File: config.mk
export PLATFORM = sky130hd
export DESIGN_NAME = shared_adder_arb
export DESIGN_NICKNAME = d
export VERILOG_FILES = /design/src/rtl/shared_adder_pkg.sv /design/src/rtl/shared_adder_arb_add_core.sv /design/src/rtl/shared_adder_arb.sv
export SDC_FILE = /design/constraint.sdc
export NUM_CORES = 1
export LEC_CHECK = 0
export CAP_MARGIN = 10
export CORE_ASPECT_RATIO = 1.1
export CORE_MARGIN = 5
export CORE_UTILIZATION = 43
export DETAILED_ROUTE_END_ITERATION = 10
export PLACE_DENSITY = 0.8
export SLEW_MARGIN = 0
export SYNTH_ARGS = -nofsm -noshare
export SYNTH_HDL_FRONTEND = slang
export SYNTH_SLANG_ARGS = --single-unit
File: constraint.sdc
create_clock -name clk -period 2.1 [get_ports clk]
set_clock_uncertainty 0.05 [all_clocks]
set_input_delay 0.21 -clock clk [delete_from_list [all_inputs] [get_ports clk]]
set_output_delay 0.21 -clock clk [all_outputs]
set_load 0.02 [all_outputs]
File: src/rtl/shared_adder_pkg.sv
// rtl/shared_adder_pkg.sv - shared types and default sizing for the shared adder arbiter
package shared_adder_pkg;

  localparam int DEFAULT_NUM_REQ = 4;
  localparam int DEFAULT_WIDTH   = 8;

  typedef enum logic [1:0] {
    IDLE = 2'd0,
    CALC = 2'd1,
    RESP = 2'd2
  } state_t;

endpackage

File: src/rtl/shared_adder_arb_add_core.sv
// rtl/shared_adder_arb_add_core.sv - combinational adder with carry-out
// SHARED_ADDER_SAT_EN clamps the sum to all-ones on carry-out; carry is still reported.
module add_core
  import shared_adder_pkg::*;
#(
  parameter int WIDTH = DEFAULT_WIDTH
) (
  input  logic [WIDTH-1:0] a,
  input  logic [WIDTH-1:0] b,
  output logic [WIDTH-1:0] sum,
  output logic             carry
);

  logic [WIDTH:0] full;

  always_comb begin
    full  = {1'b0, a} + {1'b0, b};
    carry = full[WIDTH];
`ifdef SHARED_ADDER_SAT_EN
    sum = full[WIDTH] ? {WIDTH{1'b1}} : full[WIDTH-1:0];
`else
    sum = full[WIDTH-1:0];
`endif
  end

endmodule

File: src/rtl/shared_adder_arb.sv
// rtl/shared_adder_arb.sv - round-robin arbiter sharing one adder among NUM_REQ requesters
// Saturating arithmetic is selected inside add_core by SHARED_ADDER_SAT_EN.
module shared_adder_arb
  import shared_adder_pkg::*;
#(
  parameter  int NUM_REQ = DEFAULT_NUM_REQ,
  parameter  int WIDTH   = DEFAULT_WIDTH,
  localparam int ID_W    = $clog2(NUM_REQ)
) (
  input  logic                     clk,
  input  logic                     rst,
  input  logic [NUM_REQ-1:0]       req_valid,
  output logic [NUM_REQ-1:0]       req_ready,
  input  logic [NUM_REQ*WIDTH-1:0] req_a,
  input  logic [NUM_REQ*WIDTH-1:0] req_b,
  output logic                     rsp_valid,
  input  logic                     rsp_ready,
  output logic [WIDTH-1:0]         rsp_sum,
  output logic                     rsp_carry,
  output logic [ID_W-1:0]          rsp_id
);

  state_t           state, state_nxt;
  logic [ID_W-1:0]  ptr, ptr_nxt, grant_id, idx_l, id_q;
  logic             found, accept;
  int               idx;
  logic [WIDTH-1:0] a_q, b_q, sum_q, add_sum;
  logic             carry_q, add_carry;

  // Scan from the pointer upward; iterating downward lets the nearest valid index win.
  always_comb begin
    found    = 1'b0;
    grant_id = '0;
    idx      = 0;
    idx_l    = '0;
    for (int k = NUM_REQ - 1; k >= 0; k--) begin
      idx   = (int'(ptr) + k) % NUM_REQ;
      idx_l = ID_W'(idx);
      if (req_valid[idx_l]) begin
        found    = 1'b1;
        grant_id = idx_l;
      end
    end
  end

  always_comb begin
    ptr_nxt = (grant_id == ID_W'(NUM_REQ - 1)) ? '0 : grant_id + ID_W'(1);
    accept  = (state == IDLE) && found && !rst;
    req_ready = '0;
    if (accept) req_ready[grant_id] = 1'b1;
  end

  always_comb begin
    state_nxt = state;
    case (state)
      IDLE:    if (found) state_nxt = CALC;
      CALC:    state_nxt = RESP;
      RESP:    if (rsp_ready) state_nxt = IDLE;
      default: state_nxt = IDLE;
    endcase
  end

  add_core #(.WIDTH(WIDTH)) u_add (
    .a     (a_q),
    .b     (b_q),
    .sum   (add_sum),
    .carry (add_carry)
  );

  always_ff @(posedge clk or posedge rst) begin
    if (rst) begin
      state   <= IDLE;
      ptr     <= '0;
      a_q     <= '0;
      b_q     <= '0;
      id_q    <= '0;
      sum_q   <= '0;
      carry_q <= 1'b0;
    end else begin
      state <= state_nxt;
      if (accept) begin
        a_q  <= req_a[grant_id*WIDTH +: WIDTH];
        b_q  <= req_b[grant_id*WIDTH +: WIDTH];
        id_q <= grant_id;
        ptr  <= ptr_nxt;
      end
      if (state == CALC) begin
        sum_q   <= add_sum;
        carry_q <= add_carry;
      end
    end
  end

  assign rsp_valid = (state == RESP);
  assign rsp_sum   = sum_q;
  assign rsp_carry = carry_q;
  assign rsp_id    = id_q;

endmodule

# [After elaboration in Yosys (flattened, before gate mapping)]
# Index checks and enable logic that the tools add are counted.
# Widths: inputs -> output; s select.
[word_totals] reg_bits=31 latchBits=0 ram_bits=0 mem_bits_ro=0 inputBits=71 wordCells=54 mem_count=0
[op_classes] addsub=5 mul=0 div_mod_pow=0 order_cmp=6 eq_ne=5 shift=2 mux=23 n_bitwise=0 n_reduce_logical=6
[op_table] cell="$shiftx 32x6->8" count=2
[op_table] cell="$lt 2x3->1 const B" count=5
[op_table] cell="$mux 2" count=7
[op_table] cell="$add 8x8->9" count=1
[op_table] cell="$mux 1" count=9
[op_table] cell="$bmux 1 s2" count=4
[op_table] cell="$pmux 2 s3" count=1
[op_table] cell="$add 2x1->2 const B" count=2
[op_table] cell="$add 2x2->2 const B" count=2
[op_table] cell="$eq 2x2->1 const B" count=2
[op_table] cell="$mux 4" count=1
[op_table] cell="$logic_and 1x1->1" count=3
[op_table] cell="$demux 1 s2" count=1
[op_table] cell="$eq 2x1->1 const B" count=1
[op_table] cell="$ge 2x1->1 const B" count=1
[op_table] cell="$logic_not 2->1" count=1
[op_table] cell="$ne 2x1->1 const B" count=1
[op_table] cell="$ne 2x2->1 const B" count=1
[op_table] cell="$reduce_and 2->1" count=1
[op_table] cell="$logic_not 1->1" count=1

# [Logic depth before layout (Yosys ltp)]
# Gate-level depths: netlist (run 1).
[logic_depth] word_depth=12 depth_mapped=8

# [Modules after synthesis]
# Synthesis (run 1) repeated with hierarchy kept, for this count alone.
[unflattened] hier_cells=202 hier_area_um2=2187.1
[modules_own_cells] module="shared_adder_arb" n_inst=1 cells_per_inst=160 area_per_inst_um2=1863.0
[modules_own_cells] module="add_core" n_inst=1 cells_per_inst=42 area_per_inst_um2=324.1

# [Least setup slack after synthesis (run 1)]
# No wires, ideal clock.
[synth_path] kind="register to output" startpoint="register ptr[1]" endpoint="output port req_ready[3]" arrival_time_ns=1.543 t_required_ns=1.840 slack_ns=0.297 path_stages_with_launch=8 n_path_buf=2 cell_sequence="dfrtp_1 a21o_1 a21oi_1 o22a_1 buf_4 buf_4 ha_1 and2_1"
[synth_via] elab_chain_cells=12 word_cells_on_any_way=27 cone_classes="add/sub (3); order compare (2); mux (19); reduce/logical (3)"
[synth_rtl] item="from (decl)" line_no="shared_adder_arb.sv:24" rtl="logic [ID_W-1:0] ptr, ptr_nxt, grant_id, idx_l, id_q;"
[synth_rtl] item="from (signal assigned)" line_no="shared_adder_arb.sv:85" rtl="ptr <= ptr_nxt;"
[synth_rtl] item="$add 2x2->2" line_no="shared_adder_arb.sv:37" rtl="idx = (int'(ptr) + k) % NUM_REQ;"
[synth_rtl] item="$bmux 1 s2" line_no="shared_adder_arb.sv:39" rtl="if (req_valid[idx_l]) begin"
[synth_rtl] item="$mux 1 (not written as such)" line_no="shared_adder_arb.sv:39"
[synth_rtl] item="$mux 2 (4 in series)" line_no="shared_adder_arb.sv:39"
[synth_rtl] item="$lt 2x3->1 (not written as such) / $ge 2x1->1 (equally long branches)" line_no="shared_adder_arb.sv:50" rtl="if (accept) req_ready[grant_id] = 1'b1;"
[synth_rtl] item="$logic_and 1x1->1 (not written as such)" line_no="shared_adder_arb.sv:50"
[synth_rtl] item="$mux 1 (not written as such)" line_no="shared_adder_arb.sv:50"
[synth_rtl] item="$demux 1 s2" line_no="shared_adder_arb.sv:50"
[synth_rtl] item="$mux 4 (*)" line_no="shared_adder_arb.sv:50"
[synth_rtl] item="to (decl)" line_no="shared_adder_arb.sv:13" rtl="output logic [NUM_REQ-1:0] req_ready,"
# Every way passes the cells marked *; elsewhere a longest branch is shown, timed or not. The select of a mux whose other input is x is not followed.

# [Worst setup path in the final report (run 1)]
[layout_path] startpoint="input port req_valid[0]" endpoint="output port req_ready[3]"
[layout_via] elab_chain_cells=11 word_cells_on_any_way=24 cone_classes="order compare (2); mux (19); reduce/logical (3)"
[layout_rtl] item="from (decl)" line_no="shared_adder_arb.sv:12" rtl="input logic [NUM_REQ-1:0] req_valid,"
[layout_rtl] item="$bmux 1 s2" line_no="shared_adder_arb.sv:39"
[layout_rtl] item="$mux 1 (not written as such)" line_no="shared_adder_arb.sv:39"
[layout_rtl] item="$mux 2 (4 in series)" line_no="shared_adder_arb.sv:39"
[layout_rtl] item="$lt 2x3->1 (not written as such) / $ge 2x1->1 (equally long branches)" line_no="shared_adder_arb.sv:50"
[layout_rtl] item="$logic_and 1x1->1 (not written as such)" line_no="shared_adder_arb.sv:50"
[layout_rtl] item="$mux 1 (not written as such)" line_no="shared_adder_arb.sv:50"
[layout_rtl] item="$demux 1 s2" line_no="shared_adder_arb.sv:50"
[layout_rtl] item="$mux 4 (*)" line_no="shared_adder_arb.sv:50"
# Marks and branches as above.

==> metrics, run 1 <==
outcome=completed; R2R Path Start=a_q[0]; largest net degree at the start of global routing=32; max cap viols=0; r2r endpoint=rsp_sum[6]; combinational family with the most area after synthesis=compound AO/OA/AOI/OAI gates; Inst Count DP=355; total CTS buffers=5; worst r2r path cells=8; sequential area share after synthesis=0.369; WP data required=1.84 ns; mux cell area share after synthesis=0.158; final wirelength=5370 microns; critical path's slowest cell=clkdlybuf4s50_1; CP endpoint kind=output pin; GRT overflow=0; mapped cell area=2100 sq um; Worst Path Max Fanout=7; kind of cell adding the most delay to the critical path=buffers and inverters; Worst Path Buf+Inv=3; pwr dens=1220 nW/um^2; Net Sw Frac=0.411; hold_buf cts=0; period utilization=0.964; IO Count=87; Simple-Gate Fraction of Synth Area=0.148; initial core utilization=0.448; Worst-Skew Late Latency=0.28 ns; clk slew on worst S/H paths=approximately 0.060 ns; Nets=about 390; Post-DP HPWL=around 4400 microns; Die Y=83.3 microns; Vias=1919; Cell variety after synth=41; vias per cell=5.29; global-route wire length before repair=8780 microns; Clock Path Buffers=2; slew of the pin with the lowest slew margin=0.625 ns; initial antenna violation count=0; antenna cells=0; Switch Pwr=1580 uW; fmax=494 MHz; Post-synth EDFFs=0; GPL Wtd Cong=0.894; CTS root buffer=clkbuf_8; Pint=between 2000 and 2500 uW; router iterations before antenna repair=4; H-tree Lvls=2; R2R setup slack=0.18 ns; Row Count=26; Port Buffers=86; die width=~77 microns; Mapped Avg Cell Area=10.0 sq um; WHS=about 0.38 ns; Synth Instances=209; Hold Violations, Final=0; top_reg_cell synth=dfrtp_1; Tmin final=2.02 ns; post-synthesis xor/xnor area fraction=0.00834; vias in the first global route=1917; CP Class=in2out; post-synthesis adder-cell area fraction=0.0632; #FFs+latches synth=31; Non-Filler Instances=~360; syn_nets=between 200 and 300; total track usage=0.169; P_leak=0.00142 uW; CTS tree=built; unrepaired setup endpoints after global routing=true; drc violations=0; Die ar.=6380 sq um; Clock Sinks=31; DR iter-0 viols=slightly above 60; Yosys warning total=0; Synth Area in Compound Gates=0.190; Post-DRT Antenna Nets=0; Finish-stage setup viols=0; synth-to-layout area growth=50.0%; Worst IR Drop VDD=0.000472 V; critical-path cell list=clkdlybuf4s50_1 -> buf_4 -> a21o_1 -> a21oi_1 -> o22a_2 -> ha_1 -> and2_1 -> buf_2; Comb pwr share=0.601; Worst Hold Class=in2async; share of cells above drive strength 1=0.134; Core Box Area=4680 sq um; routed length per instance=14.8 microns; part of the power in registers=0.282; ys async rst share=1.00; Critical Path Start Type=primary input; max incr delay on CP=0.42 ns; final-report max-slew violation count=0; CP Data Arrival Time=1.76 ns; Clk network pwr share=0.117; Max-Slew Margin vs Limit=0.583
area by class of cell:
type                            instances  area [sq um]
Clock buffer                            7          76.3
Clock inverter                          1          5.00
Fill cell                             393          1540
Inverter                               11          41.3
Multi-Input combinational cell        155          1200
Sequential cell                        31           776
Tap cell                               56          70.1
Timing Repair Buffer                  102           977
layer usage:
metal | track usage | vias to the layer above | routed length (microns)
met5 | 0 | - | 0
met3 | 0.0519 | 5 | 402
met2 | 0.299 | 66 | 2800
met4 | 0.0334 | 0 | 42
met1 | 0.200 | 885 | 2120
li1 | - | 963 | -
synthesized netlist by cell type (2+ instances only):
cell | count | share of area
ha_1 | 9 | 0.054
nor3b_1 | 5 | 0.018
dfrtp_1 | 31 | 0.37
nand2_1 | 35 | 0.063
nor2b_1 | 2 | 0.0060
a221oi_1 | 2 | 0.0083
o221ai_2 | 9 | 0.064
clkbuf_1 | 5 | 0.0089
nand2b_1 | 6 | 0.018
nor2_1 | 7 | 0.013
buf_6 | 5 | 0.027
buf_4 | 2 | 0.0071
a21o_1 | 3 | 0.011
o21ai_0 | 6 | 0.014
inv_1 | 11 | 0.020
a21oi_1 | 6 | 0.014
nand3_1 | 4 | 0.0095
o221ai_1 | 7 | 0.029
mux2i_1 | 32 | 0.15
sequential cells by signal, indices dropped and copies added (netlist names):
register	cells
rsp_id	2
state	2
a_q	8
rsp_sum	8
b_q	8
ptr	2
rsp_carry	1
power groups by stage:
| stage | clock network [uW] | registers [uW] | logic [uW] |
|---|---|---|---|
| final | 448 | 1080 | 2310 |
| after global routing | 482 | 1120 | 2540 |
| after CTS | 458 | 1080 | 2310 |
| after detailed placement | 0 | 1090 | 2310 |
| after global placement | 0 | 1080 | 2260 |
| after floorplan | 0 | 1170 | 1490 |
layout by cell type, fill, tap and decap left out, drive strengths merged, types with 3 or more instances in the layout:
cell type	Yosys	routed
buf	7	20
a21oi	6	6
o21ai	7	7
clkdlybuf4s50	0	82
ha	9	9
clkbuf	5	7
nor2	8	8
o221ai	16	16
nand2	35	35
dfrtp	31	31
nor3b	5	5
nand3	4	4
mux2i	32	32
nand2b	6	6
a21o	3	3
inv	11	11
per-stage QoR:
stage	area (sq um)	utilization	TNS, ns	setup slack (ns)	power [uW]
3_3_place_gp	3070	0.656	-3.63	-0.364	3340
4_1_cts	3140	0.671	0	0.0264	3850
6_report	3150	0.672	0	0.0766	3840
2_1_floorplan	2100	-	0	0.297	2660
5_1_grt	3150	0.672	-0.00730	-0.00730	4140
3_5_place_dp	3070	0.656	-4.15	-0.383	3400
logic make-up (layout without fill, tap and decap cells):
family,count (synthesis),in the layout
AOI/OAI and AO/OA,45,45
xor gates and xnor gates,2,2
DFF,31,31
adders and majority gates,10,10
and+or+nand+nor,65,65
muxes,33,33
buffers and inverters,23,121
what timing repair did:
action,in CTS,in global routing
hold endpoints to repair,0,0
resized for setup,16,3
setup buffers,0,0
endpoints found under the setup margin,4,15
gates cloned,0,0
pin swaps,0,1
worst max-delay path by stage:
stage / from / endpoint / slack (ns) / cells past startpoint
4_1_cts: req_valid[0] / a_q[4] / 0.03 / 8
3_5_place_dp: req_valid[3] / req_ready[0] / -0.38 / 7
3_3_place_gp: req_valid[1] / req_ready[0] / -0.36 / 7
6_report: req_valid[0] / req_ready[3] / 0.08 / 8
5_1_grt: req_valid[0] / req_ready[3] / -0.007 / 8
2_1_floorplan: ptr[1] / req_ready[3] / 0.30 / 7
tightest hold or removal path: cells and delay by family:
kind | cells | cell delay, ns
buffers and inverters | 3 | 0.92
(Power assumes the default switching activity.)
==> run 2: changes to the inputs <==
==> constraint.sdc (replaced) <==
create_clock -name clk -period 2.3 [get_ports clk]
set_clock_uncertainty 0.05 [all_clocks]
set_input_delay 0.69 -clock clk [delete_from_list [all_inputs] [get_ports clk]]
set_output_delay 0.69 -clock clk [all_outputs]
set_load 0.02 [all_outputs]
==> metrics, run 2 (same netlist as run 1, synthesis figures left out) <==
P_leak=0.00151 uW (+6.8%); share of cells above drive strength 1=0.215 (+0.0816); area occupied by multi-input gates=1280 sq um (+6.1%); Place WS=-1.22 ns (-0.835 ns); CP endpoint kind=output pin; Worst-Skew Late Latency=0.28 ns (about the same); Port Buffers=86 (unchanged); largest net degree at the start of global routing=32 (unchanged); Worst Setup Slack, final=-0.207 ns (-0.284 ns); DR iter-0 viols=53 (-13%); CP Class=in2out; pwr dens=1120 nW/um^2 (-7.7%); GPL Wtd Cong=0.865 (-3.2%); Die Y=83.3 microns (unchanged); final-layout fill cell count=349 (-11%); drc violations=0 (unchanged); vias per cell=5.33 (+0.78%); final wirelength=5940 microns (+11%); fmax=399 MHz; Vias=1982 (+3.3%); most common cell after layout, fill and taps aside=clkdlybuf4s50_1; Die ar.=6380 sq um (unchanged); routed length per instance=16.0 microns (+7.9%); Row Count=26 (unchanged); Max-Slew Margin vs Limit=0.610 (+0.0271); Worst Hold Class=reg2reg; Core Util, Final=0.716 (+0.0433); failing checks=negative setup slack; outcome=complete, but fails checks; Hold Violations, Final=0 (unchanged); period utilization=1.09; antenna cells=0 (unchanged); Tmin final=roughly 2.5 ns; H-tree Lvls=2 (unchanged); Critical Path Start Type=primary input; vias in the first global route=2129 (+11%); slew of the pin with the lowest slew margin=0.585 ns (-0.0407 ns); Worst Path Max Fanout=4 (-3); FF+latch area=776 sq um (unchanged); global-route wire length before repair=10100 microns (+15%); commonest cells after routing, fill and taps aside=77 x clkdlybuf4s50_1, 34 x nand2_1, 32 x mux2i_1, 31 x dfrtp_1, 21 x buf_4; Finish-stage setup viols=4 (+4); GRT overflow=0 (unchanged); CTS root buffer=clkbuf_8; hold_buf cts=0 (unchanged); total track usage=0.195 (+0.0263); clk slew on worst S/H paths=0.06 ns (about the same); unrepaired setup endpoints after global routing=true; max cap viols=0 (unchanged); Post-DP HPWL=4550 microns (+3.3%); total CTS buffers=5 (unchanged); IO Count=87 (unchanged); synth-to-layout area growth=59.7%; initial antenna violation count=0 (unchanged); Clock Sinks=31 (unchanged); initial core utilization=0.448 (unchanged); Core Box Area=4680 sq um (unchanged); Worst IR Drop VDD=0.000581 V (+23%); CTS tree=built; final-report max-slew violation count=0 (unchanged); router iterations before antenna repair=4 (unchanged); Clock Path Buffers=2 (unchanged); WP data required=1.56 ns (-0.28 ns); Post-DRT Antenna Nets=0 (unchanged); Nets=396 (+2.3%); die width=76.6 microns (unchanged); CP Data Arrival Time=1.77 ns (about the same); WHS=0.426 ns (+0.0493 ns)
[run 2: metal layers]
metal | up-vias | track usage | routed length [microns]
met5 | - | 0 | 0
met4 | 0 | 0.0779 | 185
met3 | 16 | 0.0455 | 369
met2 | 71 | 0.352 | 3170
met1 | 923 | 0.218 | 2220
li1 | 972 | - | -
[run 2: stage by stage]
stage	cells	cell area (sq um)	setup TNS, ns	power (uW)
floorplan	209	2160	-0.552	2480
global placement	359	3130	-10.43	3120
detailed placement	359	3130	-11.61	3190
CTS	372	3320	-0.628	3770
global route	372	3350	-0.711	4110
finish	372	3350	-0.645	3770
[run 2: final timing paths]
| path | from | end | slack [ns] | cells past startpoint |
|---|---|---|---|---|
| worst max-delay path | req_valid[0] | req_ready[1] | -0.21 | 8 |
| worst min-delay path | rsp_id[1] | rsp_id[1] | 0.43 | 2 |
| worst max register to register | ptr[1] | b_q[2] | 0.37 | 7 |
| worst min register to register | rsp_id[1] | rsp_id[1] | 0.43 | 2 |
| max in group asynchronous | rst | a_q[6] | 1.04 | 3 |
| min in group asynchronous | rst | a_q[3] | 0.87 | 3 |
[run 2: what timing repair did]
item	CTS	global route
pin swaps	6	2
gates cloned	0	0
endpoints found under the setup margin	19	4
setup buffers	5	0
resized for setup	55	10
[run 2: power breakdown]
group	switching, uW	total, uW	internal (uW)
registers	183	999	816
clock network	207	480	273
logic	1140	2290	1150
[run 2: critical path: stages]
cell and delay [ns]:
buf_8 0.09, inv_4 0.03, a311o_1 0.39, nor2_4 0.16, buf_6 0.14, nand2_4 0.05
nor2_4 0.08, buf_6 0.13
[run 2: area by class of cell]
class | instances | share of cell area
sequential | 31 | 0.231
clock buffer | 8 | 0.0299
timing repair buffer | 111 | 0.320
inverter | 11 | 0.0168
multi-input combinational | 155 | 0.381
tap | 56 | 0.0209
==> run 3: changes to the inputs <==
Settings changed: CORE_UTILIZATION 43 to 40, PLACE_DENSITY 0.8 to 0.76.
==> metrics, run 3 (same netlist as run 1, synthesis figures left out) <==
Die Y=86.0 microns (+3.2%); WHS=0.425 ns (-0.000979 ns); Worst Path Max Fanout=3 (-1); Worst IR Drop VDD=0.000563 V (-3.2%); Max-Slew Margin vs Limit=0.603 (-0.00679); critical-path cell list=buf_8 -> buf_6 -> nand2b_4 -> a21oi_4 -> a211oi_4 -> buf_4 -> ha_4 -> and2_4 -> buf_6; GPL Wtd Cong=0.880 (+1.7%); CP endpoint kind=output pin; Worst Hold Class=reg2reg; Inst Count DP=365 (+1.7%); P_leak=0.00151 uW (about the same); setup bufs post-CTS=0 (-5); Worst-Skew Late Latency=0.28 ns (about the same); most frequent CP cell=buf_6; Clock Sinks=31 (unchanged); critical path's slowest cell=a211oi_4; worst r2r path cells=7 (unchanged); clk slew on worst S/H paths=0.06 ns (about the same); synth-to-layout area growth=60.5%; IO Count=87 (unchanged); router iterations before antenna repair=4 (unchanged); Worst Setup Slack, final=-0.239 ns (-0.0315 ns); pwr dens=1140 nW/um^2 (+1.7%); failing checks=negative setup slack; vias in the first global route=1985 (-6.8%); kind of cell adding the most delay to the critical path=buffers and inverters; Non-Filler Instances=373 (+0.27%); hold_buf cts=0 (unchanged); CTS tree=built; antenna cells=0 (unchanged); CP Data Arrival Time=1.80 ns (+0.03 ns); CTS root buffer=clkbuf_8; most common cell after layout, fill and taps aside=clkdlybuf4s50_1; Vias=1941 (-2.1%); max incr delay on CP=0.25 ns (-0.14 ns); final wirelength=5760 microns (-3.1%); drc violations=0 (unchanged); WP data required=1.56 ns (about the same); share of cells above drive strength 1=0.210 (-0.00567); DR iter-0 viols=71 (+34%); global-route wire length before repair=9280 microns (-8.0%); Post-DP HPWL=4460 microns (-2.1%); die width=79.1 microns (+3.2%); routed length per instance=15.4 microns (-3.4%); total CTS buffers=5 (unchanged); Finish-stage setup viols=4 (unchanged); H-tree Lvls=2 (unchanged); slew of the pin with the lowest slew margin=0.595 ns (+0.0102 ns); initial core utilization=0.414 (-0.0339); unrepaired setup endpoints after global routing=true; GRT overflow=0 (unchanged); initial antenna violation count=0 (unchanged); max cap viols=0 (unchanged); Critical Path Start Type=primary input; hold path cells=2 (unchanged); Tmin final=2.54 ns (+0.0315 ns); Place WS=-1.21 ns (+0.00573 ns); period utilization=1.10 (+0.0137); Clock Path Buffers=2 (unchanged); largest net degree at the start of global routing=32 (unchanged); FF+latch area=776 sq um (unchanged); Row Count=27 (+3.8%); CP Class=in2out; fmax=394 MHz (-1.2%); final-report max-slew violation count=0 (unchanged); Hold Violations, Final=0 (unchanged); Post-DRT Antenna Nets=0 (unchanged); commonest cells after routing, fill and taps aside=77 x clkdlybuf4s50_1, 34 x nand2_1, 32 x mux2i_1, 31 x dfrtp_1, 21 x buf_4; Pwr Total=3850 uW (+2.2%); Core Util, Final=0.665 (-0.0504); Worst Path Buf+Inv=4 (unchanged); final-layout fill cell count=419 (+20%); Core Box Area=5070 sq um (+8.2%); Crit. path cell count=9 (+1); vias per cell=5.20 (-2.3%); Nets=395 (-0.25%); total track usage=0.173 (-0.0217); area occupied by multi-input gates=1280 sq um (+0.49%); outcome=complete, but fails checks; Die ar.=6800 sq um (+6.5%); Port Buffers=86 (unchanged)
run 3: final timing paths:
path                                   start      endpoint  slack [ns]
max in group asynchronous                rst        a_q[0]        1.05
min in group asynchronous                rst        b_q[0]        0.87
worst min register to register    rsp_sum[2]    rsp_sum[2]        0.42
worst max-delay path            req_valid[0]  req_ready[3]       -0.24
worst max register to register        ptr[1]        a_q[4]        0.24
worst min-delay path              rsp_sum[2]    rsp_sum[2]        0.42
run 3: stage by stage:
stage	setup TNS (ns)	instance area, sq um
CTS	-0.753	3330
floorplan	-0.552	2160
detailed placement	-14.78	3180
finish	-0.787	3370
global route	-1.03	3370
global placement	-13.92	3180
run 3: where the power goes:
group / switching, uW / internal (uW)
combinational: 1140 / 1160
sequential: 176 / 815
clock: 212 / 350
total: 1530 / 2330
run 3: final cells by class:
cell class,count,area share
sequential,31,0.230
timing repair buffer,110,0.316
tap,58,0.0215
clock buffer,6,0.0245
clock inverter,2,0.0104
multi-input combinational,155,0.381
inverter,11,0.0167
run 3: routing by layer:
metal / part of all wire / up-vias / track usage
met5: 0 / - / 0
met4: 0.020 / 0 / 0.0719
met3: 0.059 / 9 / 0.0441
met2: 0.51 / 61 / 0.296
met1: 0.41 / 896 / 0.207
li1: - / 975 / -
run 3: worst register-to-register path, delay by kind of cell (launching register included):
family / cells / cell delay (ns)
muxes: 1 / 0.33
AOI/OAI and AO/OA: 4 / 0.72
DFF: 1 / 0.43
buffers and inverters: 2 / 0.41
run 3: what timing repair did:
action / in CTS / in global routing
cloned: 0 / 0
endpoints found under the setup margin: 22 / 5
pin swaps: 6 / 4
gates resized for setup: 53 / 7
